### config.mk
export PLATFORM = sky130hd
export DESIGN_NAME = p2s_share_ctrl
export DESIGN_NICKNAME = d
export VERILOG_FILES = /design/src/rtl/p2s_share_ctrl.sv
export SDC_FILE = /design/constraint.sdc
export NUM_CORES = 1
export LEC_CHECK = 0
export BUFFER_PORTS_ARGS = -buffer_cell sky130_fd_sc_hd__clkbuf_2
export CORE_AREA = 2 2 68 70
export CTS_CLUSTER_DIAMETER = 80
export DETAILED_ROUTE_END_ITERATION = 12
export DIE_AREA = 0 0 70 72
export PLACE_DENSITY = 0.66
export SYNTH_ARGS = -nofsm -noshare
export SYNTH_HDL_FRONTEND = slang
export SYNTH_SLANG_ARGS = --single-unit
export TNS_END_PERCENT = 10
### constraint.sdc
create_clock -name clk -period 3.3 [get_ports clk]
set_input_delay 0.165 -clock clk [delete_from_list [all_inputs] [get_ports clk]]
set_output_delay 0.165 -clock clk [all_outputs]
set_load 0.01 [all_outputs]
### src/rtl/p2s_share_ctrl.sv
// Shares one serial shift chain between two parallel requesters. It grants them
// round-robin, shifts out the captured word, pulses the latch enable and acknowledges.
module p2s_share_ctrl #(
    parameter int DATA_BITS = 16,
    parameter int CNT_BITS  = 5,
    parameter int CLK_DIV   = 2,
    parameter bit MSB_FIRST = 1'b1
) (
    input  logic                 clk,
    input  logic                 rst,
    input  logic                 req0,
    input  logic [DATA_BITS-1:0] data0,
    input  logic                 req1,
    input  logic [DATA_BITS-1:0] data1,
    output logic [1:0]           gnt,
    output logic [1:0]           ack,
    output logic                 busy,
    output logic                 s_clk,
    output logic                 s_dout,
    output logic                 s_clrn,
    output logic                 s_pen
);

    localparam int DIV_BITS = (CLK_DIV > 1) ? $clog2(CLK_DIV) : 1;
    localparam logic [DIV_BITS-1:0] DIV_LAST = DIV_BITS'(CLK_DIV - 1);
    localparam logic [CNT_BITS-1:0] BIT_LAST = CNT_BITS'(DATA_BITS - 1);

    typedef enum logic [1:0] {
        S_IDLE,
        S_SHIFT,
        S_LATCH,
        S_DONE
    } state_t;

    state_t               r_state, w_state;
    logic [1:0]           r_gnt, w_gnt;
    logic [1:0]           r_ack, w_ack;
    logic                 r_busy, w_busy;
    logic                 r_sclk, w_sclk;
    logic                 r_sdout, w_sdout;
    logic                 r_pen, w_pen;
    logic                 r_clrn;
    logic                 r_last_one, w_last_one;  // 1 = requester 1 was served last
    logic [DIV_BITS-1:0]  r_div, w_div;
    logic [CNT_BITS-1:0]  r_bit, w_bit;
    logic [DATA_BITS-1:0] r_sr, w_sr;

    logic                 w_pick_one;
    logic [DATA_BITS-1:0] w_load;
    logic [DATA_BITS-1:0] w_sr_shifted;

    // On a tie, serve whichever requester was not served last.
    assign w_pick_one   = req1 & (~req0 | ~r_last_one);
    assign w_load       = w_pick_one ? data1 : data0;
    assign w_sr_shifted = MSB_FIRST ? {r_sr[DATA_BITS-2:0], 1'b0}
                                    : {1'b0, r_sr[DATA_BITS-1:1]};

    always_comb begin
        // NOTE: every next-value signal gets a default first so that no path can infer a latch.
        w_state    = r_state;
        w_gnt      = r_gnt;
        w_ack      = r_ack;
        w_busy     = r_busy;
        w_sclk     = r_sclk;
        w_sdout    = r_sdout;
        w_pen      = r_pen;
        w_last_one = r_last_one;
        w_div      = r_div;
        w_bit      = r_bit;
        w_sr       = r_sr;

        unique case (r_state)
            S_IDLE: begin
                if (req0 || req1) begin
                    w_state    = S_SHIFT;
                    w_gnt      = w_pick_one ? 2'b10 : 2'b01;
                    w_busy     = 1'b1;
                    w_last_one = w_pick_one;
                    w_sr       = w_load;
                    w_sdout    = MSB_FIRST ? w_load[DATA_BITS-1] : w_load[0];
                    w_sclk     = 1'b0;
                    w_div      = '0;
                    w_bit      = '0;
                end
            end
            S_SHIFT: begin
                if (r_div == DIV_LAST) begin
                    w_div = '0;
                    if (!r_sclk) begin
                        w_sclk = 1'b1;
                    end else begin
                        // The falling boundary of s_clk is the only point where data advances.
                        w_sclk = 1'b0;
                        if (r_bit == BIT_LAST) begin
                            w_state = S_LATCH;
                            w_sdout = 1'b0;
                            w_pen   = 1'b1;
                        end else begin
                            w_bit   = r_bit + 1'b1;
                            w_sr    = w_sr_shifted;
                            w_sdout = MSB_FIRST ? w_sr_shifted[DATA_BITS-1] : w_sr_shifted[0];
                        end
                    end
                end else begin
                    w_div = r_div + 1'b1;
                end
            end
            S_LATCH: begin
                if (r_div == DIV_LAST) begin
                    w_div   = '0;
                    w_pen   = 1'b0;
                    w_ack   = r_gnt;
                    w_state = S_DONE;
                end else begin
                    w_div = r_div + 1'b1;
                end
            end
            S_DONE: begin
                w_ack   = 2'b00;
                w_gnt   = 2'b00;
                w_busy  = 1'b0;
                w_state = S_IDLE;
            end
            default: w_state = S_IDLE;
        endcase
    end

    always_ff @(posedge clk) begin
        if (rst) begin
            r_state    <= S_IDLE;
            r_gnt      <= 2'b00;
            r_ack      <= 2'b00;
            r_busy     <= 1'b0;
            r_sclk     <= 1'b0;
            r_sdout    <= 1'b0;
            r_pen      <= 1'b0;
            r_clrn     <= 1'b0;
            r_last_one <= 1'b1;
            r_div      <= '0;
            r_bit      <= '0;
            r_sr       <= '0;
        end else begin
            r_state    <= w_state;
            r_gnt      <= w_gnt;
            r_ack      <= w_ack;
            r_busy     <= w_busy;
            r_sclk     <= w_sclk;
            r_sdout    <= w_sdout;
            r_pen      <= w_pen;
            r_clrn     <= 1'b1;
            r_last_one <= w_last_one;
            r_div      <= w_div;
            r_bit      <= w_bit;
            r_sr       <= w_sr;
        end
    end

    assign gnt    = r_gnt;
    assign ack    = r_ack;
    assign busy   = r_busy;
    assign s_clk  = r_sclk;
    assign s_dout = r_sdout;
    assign s_clrn = r_clrn;
    assign s_pen  = r_pen;

endmodule
==> metrics <==
hold_sp req0; flops & latches, synth 33; count of cell types in the netlist 41; final worst path period need 2100 ps; Die Y 72 µm; most used cell, CP ha_1; synthesized instance count 220; syn_area_per_cell 8.69 µm²; die area 5040 µm²; first-pass GRT wire length 6730 µm; initial antenna violation count 0; clock slew at reported path FFs 70 ps; CTS buffer count 5; mapped cell area 1910 µm²; highest fanout seen on the critical path 14; setup TNS 0 ps; Arrival @ worst endpoint 2330 ps; Post-DP HPWL 2730 µm; final hold viol count 0; share of cells above drive strength 1 23.4%; Reg2Reg Depth 6; hold endpoint gnt[0]; total global-route track usage 16.6%; M2 GR Usage 28.1%; Post-synth EDFFs 0; hold-fix buffers at CTS 0; CTS Root Cell clkbuf_8; Placeable Area 4260 µm²; startpoint type of the worst setup path register; initial core utilization 44.8%; Slew HR 24.7%; Syn Nets 262; placement row count 24; status finished clean; Max stage delay on crit path 590 ps; worst min-delay path category in -> reg; routed len/inst 12.3 µm; Peak VDD IR 0.000271 V; DR vias/cell 5.25; fmax 476 MHz; register-to-register setup slack 1200 ps; Worst-Skew Late Latency 280 ps; synth warn 0; post-CTS repair timing setup buffer count 0; Fill cells 410; DR iter-0 viols 67; top_reg_cell synth dfxtp_1; DR pass1 iterations 4; overall power 1750 µW; # diodes 0; vias in the first global route 1496; fin nets 297; CP required 3530 ps; area share of the leading cell type in the synthesized netlist 34.6%; CP max-delay cell a211oi_4; antenna-violating nets left 0; crit share post-route 63.7%; crit path from r_bit[0]; GRT Residual Overflow 0; asr flop ratio synth 0%; final setup vio count 0; Cell Chain, Critical Path ha_1 > and3_1 > ha_1 > nand4b_4 > a211oi_4 > a32o_1; DR DRC count 0; CTS H-tree lvls 2; Worst Slack Setup Final 1200 ps; Layout area overhead 15.8%; clock buffer depth 2; Reg-to-Reg End r_sr[9]; Max Transition Viols Final 0; io pins 45; hold path cells 3; CTS resizes 0; via count 1616; Slew @ Worst Pin 1120 ps; Area contributors post-synth dfxtp_1 (35%), mux2i_1 (9.9%), a32o_1 (7.3%); drt total wl 3790 µm; Finished Core Util 51.9%; pwr dens 792 nW/µm²; R2R Path Start r_bit[0]; TritonCTS Sinks 33; Seq/Total Area, Yosys 34.6%; TritonCTS clock tree yes; Die X 70 µm; Setup CP Type reg -> reg; gr busiest metal met2; crit end category register; GPL Wtd Cong 0.694; fin area 2210 µm²; Post-DP Area 2110 µm²; GRT met1 Usage 20.4%; cell taking the most area after synthesis dfxtp_1; largest net degree at the start of global routing 54; Max Cap Viol 0; Clock Skew 4.15 ps; Leak Pwr 0.000973 µW; Buffers on Ports 44; met3 usage 4.58%; unrepaired setup endpoints after global routing no; dpl ws 1190 ps
## cell type report
| cell class | count | area, µm² | share of cell area (%) |
|---|---|---|---|
| clock buffer | 7 | 96.3 | 4.35 |
| clock inverter | 1 | 5.00 | 0.226 |
| inverter | 8 | 30.0 | 1.36 |
| multi-input combinational | 162 | 1130 | 51.0 |
| sequential | 33 | 661 | 29.8 |
| tap | 52 | 65.1 | 2.94 |
| timing repair buffer | 45 | 228 | 10.3 |
## per-stage QoR
stage          hold WS [ps]  std cells
6_report                251        308
5_1_grt                 255        308
4_1_cts                 235        308
3_5_place_dp            446        300
3_3_place_gp            438        300
2_1_floorplan           353        220
## cell usage in the layout, fill, tap and decap left out, types with 3 or more instances in the layout
cell / instances
nand2b_1: 15
clkbuf_8: 7
and3_1: 3
o21ai_0: 10
nand3_1: 4
dfxtp_1: 33
nor2_1: 35
o32ai_1: 3
mux2i_1: 19
nand2_1: 9
a32o_1: 14
nor2b_1: 7
ha_1: 5
inv_1: 8
clkbuf_2: 44
a21oi_1: 9
## flip-flops by register name, indices dropped and copies added, names as in the netlist
| name | count |
|---|---|
| r_sr | 15 |
| r_bit | 5 |
| ack | 2 |
| gnt | 2 |
| r_state | 2 |
| busy | 1 |
| r_div | 1 |
| r_last_one | 1 |
| s_clk | 1 |
| s_clrn | 1 |
| s_dout | 1 |
| s_pen | 1 |
## per-layer routing
| metal | share of wire [%] | up-vias |
|---|---|---|
| met5 | 0 | - |
| met4 | 1.1 | 0 |
| met3 | 4.7 | 5 |
| met2 | 46 | 40 |
| met1 | 48 | 717 |
| li1 | - | 854 |
## worst max-delay path by stage
stage / slack (ps) / end
CTS: 1160 / r_sr[6]
finish: 1200 / r_sr[9]
global placement: 1220 / r_sr[3]
floorplan: 1440 / r_sr[12]
detailed placement: 1190 / r_sr[9]
global route: 1040 / r_sr[2]
## Yosys cell counts (all sizes together), types with 2 or more instances
cell type and n:
nand3b 2, a21boi 2, a32o 14, and3 3, inv 8, nor2 35
nor2b 7, ha 6, buf 10, mux2i 19, nand2 9, nor4b 2
clkbuf 7, o32ai 3, dfxtp 33, a221oi 2, nand2b 15, o21ai 10
nand3 4, a22oi 2, or2b 2, a21oi 9
## critical path, delay by kind of cell, from the launching register on
family / cells / cell delay, ps
simple gates: 2 / 420
fa+ha+maj: 2 / 430
compound gates: 2 / 840
flops: 1 / 340
## cell families after synthesis
kind of cell | after synthesis | synth area share, %
and+or+nand+nor | 86 | 24.1
AOI/OAI and AO/OA | 51 | 20.9
DFF | 33 | 34.6
buffers and inverters | 25 | 6.48
muxes | 19 | 9.95
adders and majority gates | 6 | 3.93
## power breakdown
group	switching [µW]	internal, µW
clock network	145	188
registers	77.7	518
logic	453	373
(Power assumes the default switching activity.)
